### src/rtl/cmult_pkg.sv
// Shared types and arithmetic helpers for the streaming complex multiplier.
// Datapath widths derive from the module parameters through the width helpers below.
package cmult_pkg;

  localparam int CALC_W = 64;

  typedef struct packed {
    logic       valid;
    logic       last;
    logic       conj;
    logic [4:0] shift;
  } stage_ctrl_t;

  typedef struct packed {
    logic signed [CALC_W-1:0] value;
    logic                     sat;
  } rs_result_t;

  function automatic int prod_w(input int in_w, input int ref_w);
    return in_w + ref_w;
  endfunction

  function automatic int sum_w(input int in_w, input int ref_w);
    return in_w + ref_w + 1;
  endfunction

  // Round half up, arithmetic shift right, then clip to an out_w-bit signed range.
  function automatic rs_result_t round_sat(input logic signed [CALC_W-1:0] x,
                                           input logic [4:0] shift,
                                           input int out_w);
    logic signed [CALC_W-1:0] half;
    logic signed [CALC_W-1:0] rounded;
    logic signed [CALC_W-1:0] max_v;
    logic signed [CALC_W-1:0] min_v;
    rs_result_t r;
    half = '0;
    if (shift == 5'd0) begin
      rounded = x;
    end else begin
      half = CALC_W'(1) << (shift - 5'd1);
      rounded = (x + half) >>> shift;
    end
    max_v = (CALC_W'(1) << (out_w - 1)) - CALC_W'(1);
    min_v = ~max_v;
    r.sat = 1'b0;
    r.value = rounded;
    if (rounded > max_v) begin
      r.value = max_v;
      r.sat = 1'b1;
    end else if (rounded < min_v) begin
      r.value = min_v;
      r.sat = 1'b1;
    end
    return r;
  endfunction

endpackage

### src/rtl/cmult_pipe.sv
// Enable-gated product, sum and round/saturate stages of the complex multiplier.
// Every register holds its value while en is low so downstream backpressure freezes the pipe.
import cmult_pkg::*;

module cmult_pipe #(
  parameter int IN_W  = 16,
  parameter int REF_W = 16,
  parameter int OUT_W = 16
) (
  input  logic                 clk,
  input  logic                 rst_n,
  input  logic                 en,
  input  stage_ctrl_t          in_ctrl,
  input  logic [2*IN_W-1:0]    in_a,
  input  logic [2*REF_W-1:0]   in_b,
  output logic                 out_valid,
  output logic                 out_last,
  output logic [2*OUT_W-1:0]   out_data,
  output logic                 sat_evt
);

  localparam int PROD_W = prod_w(IN_W, REF_W);
  localparam int SUM_W  = sum_w(IN_W, REF_W);

  logic signed [IN_W-1:0]  ar, ai;
  logic signed [REF_W-1:0] br, bi;

  assign ar = in_a[IN_W-1:0];
  assign ai = in_a[2*IN_W-1:IN_W];
  assign br = in_b[REF_W-1:0];
  assign bi = in_b[2*REF_W-1:REF_W];

  stage_ctrl_t s3_ctrl_q, s3_ctrl_d;
  stage_ctrl_t s4_ctrl_q, s4_ctrl_d;
  logic signed [PROD_W-1:0] rr_q, rr_d, ii_q, ii_d, ri_q, ri_d, ir_q, ir_d;
  logic signed [SUM_W-1:0]  re_q, re_d, im_q, im_d;
  logic                     out_valid_q, out_valid_d;
  logic                     out_last_q, out_last_d;
  logic [2*OUT_W-1:0]       out_data_q, out_data_d;
  rs_result_t               rs_re, rs_im;

  always_comb begin
    s3_ctrl_d   = s3_ctrl_q;
    s4_ctrl_d   = s4_ctrl_q;
    rr_d        = rr_q;
    ii_d        = ii_q;
    ri_d        = ri_q;
    ir_d        = ir_q;
    re_d        = re_q;
    im_d        = im_q;
    out_valid_d = out_valid_q;
    out_last_d  = out_last_q;
    out_data_d  = out_data_q;
    rs_re       = round_sat(CALC_W'(re_q), s4_ctrl_q.shift, OUT_W);
    rs_im       = round_sat(CALC_W'(im_q), s4_ctrl_q.shift, OUT_W);
    if (en) begin
      s3_ctrl_d = in_ctrl;
      rr_d      = PROD_W'(ar) * PROD_W'(br);
      ii_d      = PROD_W'(ai) * PROD_W'(bi);
      ri_d      = PROD_W'(ar) * PROD_W'(bi);
      ir_d      = PROD_W'(ai) * PROD_W'(br);
      s4_ctrl_d = s3_ctrl_q;
      // Conjugating the reference flips the sign of every bi term.
      if (s3_ctrl_q.conj) begin
        re_d = SUM_W'(rr_q) + SUM_W'(ii_q);
        im_d = SUM_W'(ir_q) - SUM_W'(ri_q);
      end else begin
        re_d = SUM_W'(rr_q) - SUM_W'(ii_q);
        im_d = SUM_W'(ri_q) + SUM_W'(ir_q);
      end
      out_valid_d = s4_ctrl_q.valid;
      out_last_d  = s4_ctrl_q.last;
      if (s4_ctrl_q.valid) begin
        out_data_d = {rs_im.value[OUT_W-1:0], rs_re.value[OUT_W-1:0]};
      end
    end
  end

  always_ff @(posedge clk) begin
    if (!rst_n) begin
      s3_ctrl_q   <= '0;
      s4_ctrl_q   <= '0;
      out_valid_q <= 1'b0;
      out_last_q  <= 1'b0;
      out_data_q  <= '0;
    end else begin
      s3_ctrl_q   <= s3_ctrl_d;
      s4_ctrl_q   <= s4_ctrl_d;
      out_valid_q <= out_valid_d;
      out_last_q  <= out_last_d;
      out_data_q  <= out_data_d;
    end
  end

  always_ff @(posedge clk) begin
    rr_q <= rr_d;
    ii_q <= ii_d;
    ri_q <= ri_d;
    ir_q <= ir_d;
    re_q <= re_d;
    im_q <= im_d;
  end

  assign sat_evt   = en && s4_ctrl_q.valid && (rs_re.sat || rs_im.sat);
  assign out_valid = out_valid_q;
  assign out_last  = out_last_q;
  assign out_data  = out_data_q;

endmodule

### src/rtl/cmult_ref_stream.sv
// Streams complex samples against a per-index reference held in external BRAM.
// Handles the AXI handshake, frame pointer, per-frame configuration and sticky flags.
import cmult_pkg::*;

module cmult_ref_stream #(
  parameter int IN_W      = 16,
  parameter int REF_W     = 16,
  parameter int OUT_W     = 16,
  parameter int ADDR_W    = 10,
  parameter int FRAME_LEN = 1024
) (
  input  logic                 S_AXIS_ACLK,
  input  logic                 S_AXIS_ARESETN,
  input  logic [2*IN_W-1:0]    S_AXIS_TDATA,
  input  logic                 S_AXIS_TVALID,
  input  logic                 S_AXIS_TLAST,
  output logic                 S_AXIS_TREADY,
  output logic [ADDR_W-1:0]    BRAM_ADDR,
  output logic                 BRAM_EN,
  input  logic [2*REF_W-1:0]   BRAM_DATAIN,
  output logic [2*OUT_W-1:0]   M_AXIS_TDATA,
  output logic                 M_AXIS_TVALID,
  output logic                 M_AXIS_TLAST,
  input  logic                 M_AXIS_TREADY,
  input  logic                 CFG_CONJ,
  input  logic [4:0]           CFG_SHIFT,
  input  logic                 CLR_FLAGS,
  output logic                 SAT_FLAG,
  output logic                 TLAST_ERR
);

  localparam logic [ADDR_W-1:0] LAST_PTR = ADDR_W'(FRAME_LEN - 1);

  logic                 en, accept, at_start, at_end, frame_err, sat_evt;
  logic                 m_valid, m_last;
  logic [2*OUT_W-1:0]   m_data;
  logic                 beat_conj;
  logic [4:0]           beat_shift;

  logic [ADDR_W-1:0]    rd_ptr_q, rd_ptr_d;
  logic                 cfg_conj_q, cfg_conj_d;
  logic [4:0]           cfg_shift_q, cfg_shift_d;
  stage_ctrl_t          s1_ctrl_q, s1_ctrl_d, s2_ctrl_q, s2_ctrl_d;
  logic [2*IN_W-1:0]    s1_data_q, s1_data_d, s2_a_q, s2_a_d;
  logic [2*REF_W-1:0]   s2_b_q, s2_b_d;
  logic                 sat_flag_q, sat_flag_d, tlast_err_q, tlast_err_d;

  assign en        = !m_valid || M_AXIS_TREADY;
  assign accept    = S_AXIS_TVALID && en;
  assign at_start  = (rd_ptr_q == '0);
  assign at_end    = (rd_ptr_q == LAST_PTR);
  assign frame_err = accept && (S_AXIS_TLAST != at_end);
  // The first beat of a frame uses the live config; later beats reuse the latched copy.
  assign beat_conj  = at_start ? CFG_CONJ : cfg_conj_q;
  assign beat_shift = at_start ? CFG_SHIFT : cfg_shift_q;

  always_comb begin
    rd_ptr_d    = rd_ptr_q;
    cfg_conj_d  = cfg_conj_q;
    cfg_shift_d = cfg_shift_q;
    s1_ctrl_d   = s1_ctrl_q;
    s1_data_d   = s1_data_q;
    s2_ctrl_d   = s2_ctrl_q;
    s2_a_d      = s2_a_q;
    s2_b_d      = s2_b_q;
    sat_flag_d  = sat_flag_q;
    tlast_err_d = tlast_err_q;
    if (accept) begin
      if (at_start) begin
        cfg_conj_d  = CFG_CONJ;
        cfg_shift_d = CFG_SHIFT;
      end
      rd_ptr_d = (at_end || S_AXIS_TLAST) ? '0 : rd_ptr_q + ADDR_W'(1);
    end
    if (en) begin
      s1_ctrl_d.valid = S_AXIS_TVALID;
      s1_ctrl_d.last  = S_AXIS_TLAST;
      s1_ctrl_d.conj  = beat_conj;
      s1_ctrl_d.shift = beat_shift;
      s1_data_d       = S_AXIS_TDATA;
      s2_ctrl_d       = s1_ctrl_q;
      s2_a_d          = s1_data_q;
      s2_b_d          = BRAM_DATAIN;
    end
    if (CLR_FLAGS) begin
      sat_flag_d  = 1'b0;
      tlast_err_d = 1'b0;
    end
    if (sat_evt) sat_flag_d = 1'b1;
    if (frame_err) tlast_err_d = 1'b1;
  end

  always_ff @(posedge S_AXIS_ACLK) begin
    if (!S_AXIS_ARESETN) begin
      rd_ptr_q    <= '0;
      cfg_conj_q  <= 1'b0;
      cfg_shift_q <= '0;
      s1_ctrl_q   <= '0;
      s2_ctrl_q   <= '0;
      sat_flag_q  <= 1'b0;
      tlast_err_q <= 1'b0;
    end else begin
      rd_ptr_q    <= rd_ptr_d;
      cfg_conj_q  <= cfg_conj_d;
      cfg_shift_q <= cfg_shift_d;
      s1_ctrl_q   <= s1_ctrl_d;
      s2_ctrl_q   <= s2_ctrl_d;
      sat_flag_q  <= sat_flag_d;
      tlast_err_q <= tlast_err_d;
    end
  end

  always_ff @(posedge S_AXIS_ACLK) begin
    s1_data_q <= s1_data_d;
    s2_a_q    <= s2_a_d;
    s2_b_q    <= s2_b_d;
  end

  cmult_pipe #(
    .IN_W  (IN_W),
    .REF_W (REF_W),
    .OUT_W (OUT_W)
  ) u_pipe (
    .clk       (S_AXIS_ACLK),
    .rst_n     (S_AXIS_ARESETN),
    .en        (en),
    .in_ctrl   (s2_ctrl_q),
    .in_a      (s2_a_q),
    .in_b      (s2_b_q),
    .out_valid (m_valid),
    .out_last  (m_last),
    .out_data  (m_data),
    .sat_evt   (sat_evt)
  );

  assign S_AXIS_TREADY = en;
  assign BRAM_EN       = en;
  assign BRAM_ADDR     = rd_ptr_q;
  assign M_AXIS_TVALID = m_valid;
  assign M_AXIS_TLAST  = m_last;
  assign M_AXIS_TDATA  = m_data;
  assign SAT_FLAG      = sat_flag_q;
  assign TLAST_ERR     = tlast_err_q;

endmodule

### config.mk
export PLATFORM = sky130hd
export DESIGN_NAME = cmult_ref_stream
export DESIGN_NICKNAME = d
export VERILOG_FILES = /design/src/rtl/cmult_pkg.sv /design/src/rtl/cmult_pipe.sv /design/src/rtl/cmult_ref_stream.sv
export SDC_FILE = /design/constraint.sdc
export NUM_CORES = 2
export LEC_CHECK = 0
export BUFFER_PORTS_ARGS = -buffer_cell sky130_fd_sc_hd__buf_4
export CAP_MARGIN = 0
export CORE_MARGIN = 2
export CORE_UTILIZATION = 29
export CTS_BUF_LIST = sky130_fd_sc_hd__clkbuf_4 sky130_fd_sc_hd__clkbuf_8
export CTS_CLUSTER_DIAMETER = 60
export CTS_CLUSTER_SIZE = 16
export DETAILED_ROUTE_END_ITERATION = 8
export PLACE_DENSITY = 0.48
export SKIP_CTS_REPAIR_TIMING = 1
export SLEW_MARGIN = 5
export SYNTH_ARGS = -nofsm -noshare
export SYNTH_HDL_FRONTEND = slang
export SYNTH_SLANG_ARGS = --single-unit
### constraint.sdc
create_clock -name S_AXIS_ACLK -period 32 [get_ports S_AXIS_ACLK]
set_input_delay 6.4 -clock S_AXIS_ACLK [delete_from_list [all_inputs] [get_ports S_AXIS_ACLK]]
set_output_delay 6.4 -clock S_AXIS_ACLK [all_outputs]
set_load 0.01 [all_outputs]
==> run metrics <==
Post-synth ARST share=0%; Max Buffers Root-to-Sink=3; startpoint types=primary input; # setup viols final=0; Synth Register Bits=~370; Worst EP required=25600 ps; share of the synthesized area in the top cell type=31.6%; ANT nets after route=0; status=finished, final reports clean; worst hold stages=0; FF-to-FF End=u_pipe.out_data[16]; top cells by area, synth=fa_1 32%, edfxtp_1 13%, ha_1 7.9%; final worst hold slack=423 ps; syn_nets=8930; CP max FO=52; DRC viols=0; largest net degree at the start of global routing=76; CTS Root Buffer Type=clkbuf_8; setup TNS=0 ps; grt total ovfl=0; DRT Pass-1 Iters=6; initial antenna violation count=5; first-pass GRT wire length=337000 µm; via count=51.9k; Filler Cell Count=23.9k; vias per cell=5.02; Syn. warnings=0; max-cap violations=0; WHS Endpoint=s2_a_q[26]; clk slew on worst S/H paths=80 ps; Core Area=0.228 mm²; Slew headroom=31.1%; die area=0.233 mm²; Arrival @ worst endpoint=7480 ps; share of cells above drive strength 1=6.54%; CTS sink cnt=373; Synth cell types=about 120; sequential fraction of the synthesis area=15.6%; RSZ-0062 raised after global routing=false; Final Skew=55.2 ps; HP Class=flip-flop to flip-flop; Synth area leader=fa_1; Iteration-0 DRC Markers=about 3.4k; Routed WL=216000 µm; PortBufs=123; Mean Syn Cell Area=9.02 µm²; H-tree depth=2; CTS tree=done; vias in the first global route=54.7k; Hold Path Origin=s1_data_q[26]; I/O Pins=124; Layout area overhead=7.97%; Period Utilization, post-route=43.4%; fmax=72.1 MHz; insertion delay to the later sink of the worst-skew pair=between 800 and 900 ps; most frequent cells in the layout=1193 x inv_1, 1052 x fa_1, 856 x nand2_1; wire per inst=20.9 µm; Post-Synthesis Cell Area=0.0666 mm²; number of flops mapped to enable cells by yosys=290; Reg2Reg Depth=20; Main synth FF type=edfxtp_1; Final Max Slew Viols=0; crit end category=output port; total track usage=18.6%; num rows=175; worst slew pin tran=1030 ps; Tmin final=13880 ps; Num CTS Buffers=54; R2R Path Start=u_pipe.s4_ctrl_q[1]; commonest non-fill, non-tap cell in the layout=inv_1; Final Wtd Congestion=~0.93; Final #Nets=8824; Final Hold Viols=0; reg2reg setup slack=23320 ps; Starting Density=29.2%; Crit Path Category=primary input to output port; Chip Height=483 µm; DIE WIDTH=483 µm; Post-Synthesis Cells=7383; DP Wirelength=167000 µm
through the flow:
stage               worst slack [ps]  instance area [µm²]  utilization (%)  cells
detailed placement             18090                70600             31.0  10200
floorplan                       9580                66600                -   7383
global route                   18030                71900             31.6  10300
global placement               18080                70600             31.0  10200
finish                         18120                71900             31.6  10300
CTS                            18080                71900             31.6  10300
worst max-delay path by stage:
stage	from	slack (ps)	endpoint	cells past startpoint
after floorplan	M_AXIS_TREADY	9580	S_AXIS_TREADY	6
after global placement	M_AXIS_TREADY	18080	S_AXIS_TREADY	5
after detailed placement	M_AXIS_TREADY	18090	S_AXIS_TREADY	5
after CTS	M_AXIS_TREADY	18080	S_AXIS_TREADY	5
after global routing	M_AXIS_TREADY	18030	S_AXIS_TREADY	5
final	M_AXIS_TREADY	18120	S_AXIS_TREADY	5
critical path, cell delays in order:
cell,delay [ps]
buf_4,110
nor2b_2,130
buf_4,330
inv_8,240
buf_4,230
flip-flops by register name, summed over array words and instances (netlist names), 10 cells and up:
signal           cells
u_pipe.out_data     32
u_pipe.ri_q         32
s1_data_q           32
u_pipe.re_q         33
s2_b_q              32
u_pipe.ir_q         32
BRAM_ADDR           10
s2_a_q              32
u_pipe.im_q         33
u_pipe.rr_q         32
u_pipe.ii_q         32
metal layers:
| layer | part of all wire [%] | track usage, % | up-vias |
|---|---|---|---|
| met5 | 0.0060 | 0 | - |
| met4 | 4.4 | 7.08 | 2 |
| met3 | 4.8 | 1.95 | 312 |
| met2 | 46 | 30.8 | 1437 |
| met1 | 45 | 24.9 | 26300 |
| li1 | - | - | 23800 |
layout make-up:
| cell class | count | area [µm²] | area share, % |
|---|---|---|---|
| clock inverters | 45 | 539 | 0.750 |
| well taps | 3009 | 3760 | 5.24 |
| clock buffers | 56 | 758 | 1.05 |
| flip-flops and latches | 373 | 10400 | 14.5 |
| repair buffers | 247 | 1850 | 2.58 |
| multi-input cells | 5402 | 50100 | 69.6 |
| diodes | 3 | 7.51 | 0.0104 |
| inverters | 1199 | 4510 | 6.27 |
cell families (layout without fill, tap and decap cells):
kind of cell	after synthesis	in the layout	synth area share, %
AND/OR/NAND/NOR	2316	2316	17.2
buffers and inverters	1608	1547	9.25
adder cells (fa/ha/maj)	1473	1473	39.5
AO/OA/AOI/OAI	1158	1158	12.0
flip-flops	373	373	15.6
XOR/XNOR	341	341	4.51
multiplexers	114	114	1.87
other	0	3	0
cell usage after synthesis, types with 19 or more instances:
cell          n
nand2_1     856
o21ai_0     205
o21a_1       42
fa_1       1052
o31ai_1      19
nor2b_1      46
o21ai_1      20
a21o_1       38
mux2i_1      83
or2_2        19
xnor2_1     260
or3_1        42
nor2_1      367
inv_1      1196
o2111ai_1    19
nand4_1      25
edfxtp_1    290
o21bai_1     33
and2_1      452
and3_1       29
mux2_2       25
buf_1        36
a21boi_0     42
nand2b_1    102
a211oi_1     68
nor4_1       20
buf_2        33
xor2_1       80
dfxtp_1      83
nor3_1      129
o211ai_1     46
nand3_1     108
ha_1        419
o22ai_1      23
a31oi_1      65
clkbuf_1    326
a211o_1      20
a21oi_1     268
Power is not shown: default switching activity piles up to over one toggle a cycle in this logic, so the estimate is an artifact.
